`src/rtl/game_state_ctrl_if.sv`:
```
// Button, collision and display-path signals of the game controller.
// The testbench (or the upstream integration) holds the master side.
interface game_state_ctrl_if;
  logic       game_tick;
  logic       start_btn;
  logic       jump_btn;
  logic       hit;
  logic [9:0] distance;
  logic [9:0] obj_counter;
  logic       menuScreen;
  logic       playerWon;
  logic       playerLost;
  logic [1:0] lives_left;

  modport master (
    output game_tick, start_btn, jump_btn, hit,
    input  distance, obj_counter, menuScreen, playerWon, playerLost, lives_left
  );

  modport slave (
    input  game_tick, start_btn, jump_btn, hit,
    output distance, obj_counter, menuScreen, playerWon, playerLost, lives_left
  );
endinterface

```
`src/rtl/game_state_ctrl.sv`:
```
// Game FSM (menu/play/won/lost), jump physics and obstacle scroll feeding the video stage.
// Define GAME_LIVES_EN to enable the multi-life mode; otherwise any hit in play ends the game.
module game_state_ctrl #(
  parameter int JUMP_HEIGHT = 80,
  parameter int JUMP_STEP   = 4,
  parameter int SCROLL_STEP = 2,
  parameter int SCROLL_WRAP = 800,
  parameter int WIN_LAPS    = 3,
  parameter int LIVES       = 3
) (
  input  logic              clk,
  input  logic              reset,
  game_state_ctrl_if.slave  bus
);

  typedef enum logic [1:0] {ST_MENU, ST_PLAY, ST_WON, ST_LOST} state_e;
  typedef enum logic [1:0] {J_IDLE, J_UP, J_DOWN} jump_e;

  localparam int          LAPS_W        = (WIN_LAPS < 2) ? 1 : $clog2(WIN_LAPS + 1);
  localparam logic [10:0] JUMP_HEIGHT_W = 11'(JUMP_HEIGHT);
  localparam logic [10:0] JUMP_STEP_W   = 11'(JUMP_STEP);
  localparam logic [10:0] SCROLL_STEP_W = 11'(SCROLL_STEP);
  localparam logic [10:0] SCROLL_WRAP_W = 11'(SCROLL_WRAP);

  state_e              state_q, state_d;
  jump_e               jump_q, jump_d;
  logic [9:0]          distance_q, distance_d;
  logic [9:0]          obj_counter_q, obj_counter_d;
  logic [LAPS_W-1:0]   laps_q, laps_d;
  logic                jump_req_q, jump_req_d;
  logic                start_btn_q, start_btn_d;
  logic                jump_btn_q, jump_btn_d;
  logic                menu_q, menu_d;
  logic                won_q, won_d;
  logic                lost_q, lost_d;

  logic                start_rise, jump_rise, hit_eff, jump_up;
  logic [10:0]         obj_sum, up_sum, down_diff;

`ifdef GAME_LIVES_EN
  logic [1:0]          lives_q, lives_d;
  logic                hit_mask_q, hit_mask_d;
`endif

  // NOTE: every combinational output gets a default first so no path can infer a latch.
  always_comb begin
    state_d       = state_q;
    jump_d        = jump_q;
    distance_d    = distance_q;
    obj_counter_d = obj_counter_q;
    laps_d        = laps_q;
    jump_req_d    = jump_req_q;
    start_btn_d   = bus.start_btn;
    jump_btn_d    = bus.jump_btn;

    start_rise = bus.start_btn & ~start_btn_q;
    jump_rise  = bus.jump_btn & ~jump_btn_q;

    obj_sum   = {1'b0, obj_counter_q} + SCROLL_STEP_W;
    up_sum    = {1'b0, distance_q} + JUMP_STEP_W;
    down_diff = {1'b0, distance_q} - JUMP_STEP_W;
    jump_up   = (jump_q == J_UP) || ((jump_q == J_IDLE) && jump_req_q);

`ifdef GAME_LIVES_EN
    lives_d    = lives_q;
    hit_mask_d = hit_mask_q & bus.hit;
    hit_eff    = bus.hit & ~hit_mask_q;
`else
    hit_eff    = bus.hit;
`endif

    case (state_q)
      ST_MENU: begin
        // A start press outranks any game_tick arriving in the same clock.
        if (start_rise) begin
          state_d       = ST_PLAY;
          jump_d        = J_IDLE;
          distance_d    = '0;
          obj_counter_d = '0;
          laps_d        = '0;
          jump_req_d    = 1'b0;
`ifdef GAME_LIVES_EN
          lives_d       = 2'(LIVES);
          hit_mask_d    = 1'b0;
`endif
        end
      end

      ST_PLAY: begin
        if (hit_eff) begin
`ifdef GAME_LIVES_EN
          if (lives_q > 2'd1) begin
            // Lose a life and restart the lap in place; the held hit is masked until released.
            lives_d       = lives_q - 2'd1;
            jump_d        = J_IDLE;
            distance_d    = '0;
            obj_counter_d = '0;
            jump_req_d    = 1'b0;
            hit_mask_d    = 1'b1;
          end else begin
            lives_d = 2'd0;
            state_d = ST_LOST;
          end
`else
          state_d = ST_LOST;
`endif
        end else if (bus.game_tick) begin
          jump_req_d = 1'b0;

          if (obj_sum >= SCROLL_WRAP_W) begin
            obj_counter_d = '0;
            laps_d        = laps_q + LAPS_W'(1);
            if (laps_d == LAPS_W'(WIN_LAPS)) begin
              state_d = ST_WON;
            end
          end else begin
            obj_counter_d = obj_sum[9:0];
          end

          // A pending request launches the jump on this tick, so the first step is taken now.
          if (jump_up) begin
            if (up_sum >= JUMP_HEIGHT_W) begin
              distance_d = JUMP_HEIGHT_W[9:0];
              jump_d     = J_DOWN;
            end else begin
              distance_d = up_sum[9:0];
              jump_d     = J_UP;
            end
          end else if (jump_q == J_DOWN) begin
            if (down_diff[10] || (down_diff == 11'd0)) begin
              distance_d = '0;
              jump_d     = J_IDLE;
            end else begin
              distance_d = down_diff[9:0];
            end
          end
        end else if (jump_rise && (jump_q == J_IDLE)) begin
          jump_req_d = 1'b1;
        end
      end

      ST_WON, ST_LOST: begin
        if (start_rise) begin
          state_d = ST_MENU;
        end
      end

      default: state_d = ST_MENU;
    endcase

    menu_d = (state_d == ST_MENU);
    won_d  = (state_d == ST_WON);
    lost_d = (state_d == ST_LOST);
  end

  // NOTE: reset is synchronous and sampled only on the clock edge, so it is not in the sensitivity list.
  always_ff @(posedge clk) begin
    if (reset) begin
      // NOTE: sequential state uses non-blocking assignments so all flops update together.
      state_q       <= ST_MENU;
      jump_q        <= J_IDLE;
      distance_q    <= '0;
      obj_counter_q <= '0;
      laps_q        <= '0;
      jump_req_q    <= 1'b0;
      start_btn_q   <= 1'b0;
      jump_btn_q    <= 1'b0;
      menu_q        <= 1'b1;
      won_q         <= 1'b0;
      lost_q        <= 1'b0;
    end else begin
      state_q       <= state_d;
      jump_q        <= jump_d;
      distance_q    <= distance_d;
      obj_counter_q <= obj_counter_d;
      laps_q        <= laps_d;
      jump_req_q    <= jump_req_d;
      start_btn_q   <= start_btn_d;
      jump_btn_q    <= jump_btn_d;
      menu_q        <= menu_d;
      won_q         <= won_d;
      lost_q        <= lost_d;
    end
  end

`ifdef GAME_LIVES_EN
  always_ff @(posedge clk) begin
    if (reset) begin
      lives_q    <= 2'(LIVES);
      hit_mask_q <= 1'b0;
    end else begin
      lives_q    <= lives_d;
      hit_mask_q <= hit_mask_d;
    end
  end

  assign bus.lives_left = lives_q;
`else
  assign bus.lives_left = 2'(LIVES);
`endif

  assign bus.distance    = distance_q;
  assign bus.obj_counter = obj_counter_q;
  assign bus.menuScreen  = menu_q;
  assign bus.playerWon   = won_q;
  assign bus.playerLost  = lost_q;

endmodule

```
`src/flat_wrapper.sv`:
```
// flat-port wrapper written by rule: the top's interface ports become plain ports
module game_state_ctrl_flat 
#(
  parameter int JUMP_HEIGHT = 80,
  parameter int JUMP_STEP   = 4,
  parameter int SCROLL_STEP = 2,
  parameter int SCROLL_WRAP = 800,
  parameter int WIN_LAPS    = 3,
  parameter int LIVES       = 3
)
  (clk, reset, bus_game_tick, bus_start_btn, bus_jump_btn, bus_hit, bus_distance, bus_obj_counter, bus_menuScreen, bus_playerWon, bus_playerLost, bus_lives_left);
  game_state_ctrl_if bus_i ();
  input  logic clk;
  input  logic reset;
  input wire logic [$bits(bus_i.game_tick)-1:0] bus_game_tick;
  input wire logic [$bits(bus_i.start_btn)-1:0] bus_start_btn;
  input wire logic [$bits(bus_i.jump_btn)-1:0] bus_jump_btn;
  input wire logic [$bits(bus_i.hit)-1:0] bus_hit;
  output wire logic [$bits(bus_i.distance)-1:0] bus_distance;
  output wire logic [$bits(bus_i.obj_counter)-1:0] bus_obj_counter;
  output wire logic [$bits(bus_i.menuScreen)-1:0] bus_menuScreen;
  output wire logic [$bits(bus_i.playerWon)-1:0] bus_playerWon;
  output wire logic [$bits(bus_i.playerLost)-1:0] bus_playerLost;
  output wire logic [$bits(bus_i.lives_left)-1:0] bus_lives_left;
  assign bus_i.game_tick = bus_game_tick;
  assign bus_i.start_btn = bus_start_btn;
  assign bus_i.jump_btn = bus_jump_btn;
  assign bus_i.hit = bus_hit;
  assign bus_distance = bus_i.distance;
  assign bus_obj_counter = bus_i.obj_counter;
  assign bus_menuScreen = bus_i.menuScreen;
  assign bus_playerWon = bus_i.playerWon;
  assign bus_playerLost = bus_i.playerLost;
  assign bus_lives_left = bus_i.lives_left;
  game_state_ctrl #(.JUMP_HEIGHT(JUMP_HEIGHT), .JUMP_STEP(JUMP_STEP), .SCROLL_STEP(SCROLL_STEP), .SCROLL_WRAP(SCROLL_WRAP), .WIN_LAPS(WIN_LAPS), .LIVES(LIVES)) u_core (.clk(clk), .reset(reset), .bus(bus_i));
endmodule
```
`config.mk`:
```
export PLATFORM = sky130hd
export DESIGN_NAME = game_state_ctrl_flat
export DESIGN_NICKNAME = d
export VERILOG_FILES = /design/src/rtl/game_state_ctrl_if.sv /design/src/rtl/game_state_ctrl.sv /design/src/flat_wrapper.sv
export SDC_FILE = /design/constraint.sdc
export NUM_CORES = 1
export LEC_CHECK = 0
export BUFFER_PORTS_ARGS = -buffer_cell sky130_fd_sc_hd__buf_2
export CAP_MARGIN = 20
export CORE_AREA = 4 4 65 67
export DETAILED_ROUTE_END_ITERATION = 12
export DIE_AREA = 0 0 69 71
export GPL_TIMING_DRIVEN = 1
export HOLD_SLACK_MARGIN = 0.12
export PLACE_DENSITY_LB_ADDON = 0.08
export REMOVE_ABC_BUFFERS = 1
export SYNTH_ARGS = -nofsm -noshare
export SYNTH_HDL_FRONTEND = slang
export SYNTH_SLANG_ARGS = --single-unit
```
`constraint.sdc`:
```
create_clock -name clk -period 2.9 [get_ports clk]
set_input_delay 0.145 -clock clk [delete_from_list [all_inputs] [get_ports clk]]
set_output_delay 0.145 -clock clk [all_outputs]
set_load 0.02 [all_outputs]
```
# Word-level counts from Yosys, hierarchy flattened
# Index checks and enable logic that the tools add are counted.
[op_classes]
reduce_logical = 15
bitwise = 4
eq_ne = 15
add_sub_neg = 4
mux = 36
n_lt_le_gt_ge = 2
[op_table]
columns = ["operator", "count"]
rows = [
  ["two-way mux 10 bit", 10],
  ["case mux 10 bit (2 select lines)", 2],
  ["two-way mux 2 bit", 16],
  ["== test 2 bit (second input constant)", 6],
  ["adder 10 x 2 -> 11 bit (second input constant)", 1],
  ["adder 10 x 3 -> 11 bit (second input constant)", 1],
  ["greater-or-equal comparator 11 x 10 -> 1 bit (second input constant)", 1],
  ["greater-or-equal comparator 11 x 7 -> 1 bit (second input constant)", 1],
  ["zero test 11 bit", 1],
  ["subtractor 10 x 3 -> 11 bit (second input constant)", 1],
  ["AND reduction 5 bit", 2],
  ["case mux 2 bit (2 select lines)", 2],
  ["AND reduction 4 bit", 2],
  ["zero test 2 bit", 3],
  ["!= test 3 x 1 -> 1 bit (second input constant)", 2],
  ["case mux 2 bit (3 select lines)", 1],
  ["AND reduction 6 bit", 1],
  ["== test 2 x 1 -> 1 bit (second input constant)", 2],
  ["two-way mux 1 bit", 4],
  ["!= test 2 x 1 -> 1 bit (second input constant)", 2],
  ["!= test 2 bit (second input constant)", 2],
  ["!= test 3 x 2 -> 1 bit (second input constant)", 1],
  ["adder 2 x 1 -> 2 bit (second input constant)", 1],
  ["AND 1 bit", 2],
  ["6 further kinds", 9],
]
[word_totals]
elab_cells = 87
input_bits = 6
regBits = 32
out_inout_bits = 25

# Depth between registers and ports, before layout
[depth]
word_depth = 9
depth_mapped = 9
depth_no_buf = 8

# Worst setup path before layout
# OpenSTA, ideal clock, no wires.
[synth_timing]
path_kind = "reg2reg"
from = "reg u_core.distance_q[2], in the netlist u_core.bus.distance[2]"
to = "reg u_core.jump_q[1]"
path_slack_ps = 562
synth_period_minus_slack_ps = 2338
arrival_ps = 2207
path_buffers = 1
stages_incl_launch_ff = 10
setup_time_ps = 131
cell_sequence = "dfxtp_1 > buf_2 > inv_1 > ha_1 > o21bai_1 > a211o_2 > a32oi_1 > o211ai_2 > a221oi_1 > nor3_1"
[synth_between]
elab_chain_cells = 7
elab_cells_between_ends = 12
cone_classes = "add/sub: 2; order compare: 1; eq/ne: 1; mux: 5; reduce/logical: 3"
[synth_lines]
columns = ["item", "line_no", "source"]
rows = [
  ["start, declared", "game_state_ctrl.sv:27", "logic [9:0] distance_q, distance_d;"],
  ["start signal, assigned", "game_state_ctrl.sv:174", "distance_q <= distance_d;"],
  ["adder 10 x 3 -> 11 bit", "game_state_ctrl.sv:60", "up_sum = {1'b0, distance_q} + JUMP_STEP_W;"],
  ["greater-or-equal comparator 11 x 7 -> 1 bit", "game_state_ctrl.sv:122", "if (up_sum >= JUMP_HEIGHT_W) begin"],
  ["two-way mux 2 bit", "game_state_ctrl.sv:122", ""],
  ["two-way mux 2 bit", "game_state_ctrl.sv:121", "if (jump_up) begin"],
  ["two-way mux 2 bit", "game_state_ctrl.sv:107", "end else if (bus.game_tick) begin"],
  ["two-way mux 2 bit", "game_state_ctrl.sv:90", "if (hit_eff) begin"],
  ["case mux 2 bit (2 select lines)", "game_state_ctrl.sv:72", "case (state_q)"],
  ["end signal, assigned", "game_state_ctrl.sv:173", "jump_q <= jump_d;"],
  ["end, declared", "game_state_ctrl.sv:26", "jump_e jump_q, jump_d;"],
]
# Parallel ways exist; a longest one is shown, timed or not. The select of a mux whose other input is x is not followed.
# A chain may end at the register's enable or synchronous reset.

# Worst setup path after layout
# Same ends and word-level chain as after synthesis.

==> run metrics <==
outcome=finished, final reports clean; global route overflow=0; die area=about 4900 um2; first-pass GRT wire length=~8 mm; die span in x=~69 um; PD cells=413 nW/um2; syn_area_per_cell=8.10 um2; max-cap viol count=0; multiplexer share of the synthesized area=less than 1%; DR DRC count=0; post-layout util=between 60% and 70%; gr usage total=between 10% and 20%; number of core rows=22; nature of the critical path endpoint=register; num ports=31; core footprint=between 3000 and 4000 um2; final setup TNS=0 ns; top_reg_cell synth=dfxtp_1; Worst setup SP type=register; H-tree depth=2; Worst-Margin Slew=0.759 ns; Place WS=approximately 0.45 ns; most frequent cell after synthesis=dfxtp_1; worst hold slack=between 0.2 and 0.25 ns; compound-gate portion of the synthesized area=about 27%; largest family of logic cells by synthesized area=simple AND/OR/NAND/NOR gates; fin crit share=a little over four fifths; Post-Synth XOR/XNOR Area=under 10%; IR drop worst, VDD=~0.52 mV; area share of and/or/nand/nor cells after synthesis=between 30 and 40%; IO buf count=25; Synth area leaders=dfxtp_1 (28%), nor2_1 (4.0%), o21ai_0 (3.7%); Leak=between 0.9 and 1 nW; post-synthesis cell count=253; Post-CTS Hold Fix Bufs=2; fin nets=283; Reg clk slew, reported paths=around 0.07 ns; Ant. Diodes=0; Initial Util=between 50% and 60%; WP data required=3.07 ns; Worst Hold Class=primary input to register; wire per inst=~14 um; first-pass detailed-route iteration total=4; Final Max Tran Viols=0; EDFF count, synth=0; setup bufs post-CTS=0; warning count from the yosys run=0; clock skew=roughly 0.011 ns; Worst slew margin=roughly 49%; Sink Count=29; Synth Area in Adders=under 10%; share of the synthesized area in the top cell type=around 28%; Vias=between 1500 and 2000; fin crit period=between 2 and 2.5 ns; share of layout cells above drive strength 1=between 10% and 20%; #FFs+latches synth=29; Vias/cell=approximately 6; DP Wirelength=between 3 and 4 mm; post-synth top area cell=dfxtp_1; RSZ-0062 raised after global routing=no; Layout area overhead=9.83%; CTS tree=done; Root Driver=clkbuf_8; GP Congestion=around 0.9; Max Clock Freq=around 410 MHz; placed insts=between 300 and 400; final setup fails=0; top cells by count, synth=dfxtp_1 (29), nor2_1 (22), o21ai_0 (15), a21oi_1 (14), inv_1 (13); Die Y=about 70 um; Bufs on Longest Clock Path=2; worst setup margin=0.473 ns; post-CTS sizing=0; Routed Antenna Nets=0; Seq/Total Area, Yosys=between 20% and 30%; initial antenna violation count=0; Layout Cells excl Fill=around 320; final hold vios=0; Synth Cell Area=2050 um2; total routed wirelength=around 4.6 mm; pin count of the biggest net entering global routing=21; # fillers=360; Worst Path Arrival=approximately 2.6 ns; Yosys cell types=64; vias in the first global route=1725; FFs w/ async S/R, synth=0%; DRT iter0 DRCs=about 140; Setup CP Type=register to register; CTS Buf Count=5; clock latency on the worst-skew pair=a little under 0.3 ns; CP Max Fanout=15
where the power goes:
part | switching, mW | internal (mW) | total [mW]
sequential | 0.00781 | 0.405 | 0.413
clock | 0.157 | 0.280 | 0.437
combinational | 0.0523 | 0.0278 | 0.0801
total | 0.217 | 0.713 | 0.930
layer usage:
metal | part of all wire (%) | vias to the layer above | GRT usage, % | wire, um
li1 | - | 979 | - | -
met1 | 47 | 874 | 24.5 | 2150
met2 | 47 | 45 | 32.4 | 2160
met3 | 4.7 | 8 | 5.54 | 218
met4 | 1.9 | 0 | 9.11 | 86
met5 | 0 | - | 0 | 0
cell type report:
type	count	area, um2	share of cell area [%]
well taps	48	60.1	2.67
multi-input cells	195	1290	57.4
repair buffers	28	153	6.78
clock inverters	1	30.0	1.33
clock buffers	7	86.3	3.84
inverters	13	48.8	2.17
flip-flops and latches	29	581	25.8
logic make-up after synthesis:
kind of cell,after synthesis
buf+inv,32
other cells,2
compound gates,78
flops,29
xor+xnor,3
simple gates,102
mux,2
fa+ha+maj,5
worst paths after layout:
path                                  startpoint                       endpoint  slack (ns)  depth (start not counted)
min reg2reg        u_core.laps_q[0]$_SDFFE_PP0P_  u_core.laps_q[0]$_SDFFE_PP0P_        0.46                          1
max          u_core.bus.distance[2]$_SDFFE_PP0P_  u_core.jump_q[1]$_SDFFE_PP0P_        0.47                          8
min                                        reset  u_core.jump_q[0]$_SDFFE_PP0P_        0.24                          2
max reg2reg  u_core.bus.distance[2]$_SDFFE_PP0P_  u_core.jump_q[1]$_SDFFE_PP0P_        0.47                          8
metrics by stage:
step	total power, mW	area, um2
4_1_cts	0.938	2250
6_report	0.930	2250
3_3_place_gp	0.498	2110
2_1_floorplan	0.475	1920
3_5_place_dp	0.498	2110
5_1_grt	0.967	2250
registers in the layout, summed over array words and instances (netlist names):
name                    count
u_core.state_q              2
u_core.bus.playerWon        1
u_core.bus.distance         8
u_core.start_btn_q          1
u_core.laps_q               2
u_core.bus.playerLost       1
u_core.jump_btn_q           1
u_core.bus.menuScreen       1
u_core.jump_q               2
u_core.jump_req_q           1
u_core.bus.obj_counter      9
critical path, cell delays in order (launching register included):
cell and delay, ns:
dfxtp_1 0.59, inv_1 0.09, ha_1 0.30, o21bai_1 0.18
a211o_2 0.33, a32oi_1 0.31, o211ai_2 0.15, a221oi_1 0.27
nor3_1 0.08
cells in the final DEF (no fill, tap or decap), types with 5 or more instances in the layout:
cell / count
dfxtp_1: 29
buf_2: 25
nor2_1: 22
o21ai_0: 15
a21oi_1: 14
inv_1: 13
nand2_1: 12
nand4_1: 10
nor3_1: 8
nand3_1: 8
a31oi_1: 8
clkbuf_8: 6
nor2b_1: 5
o31a_1: 5
ha_1: 5
conb_1: 5
Note: power is estimated with default switching activity, not from simulation.
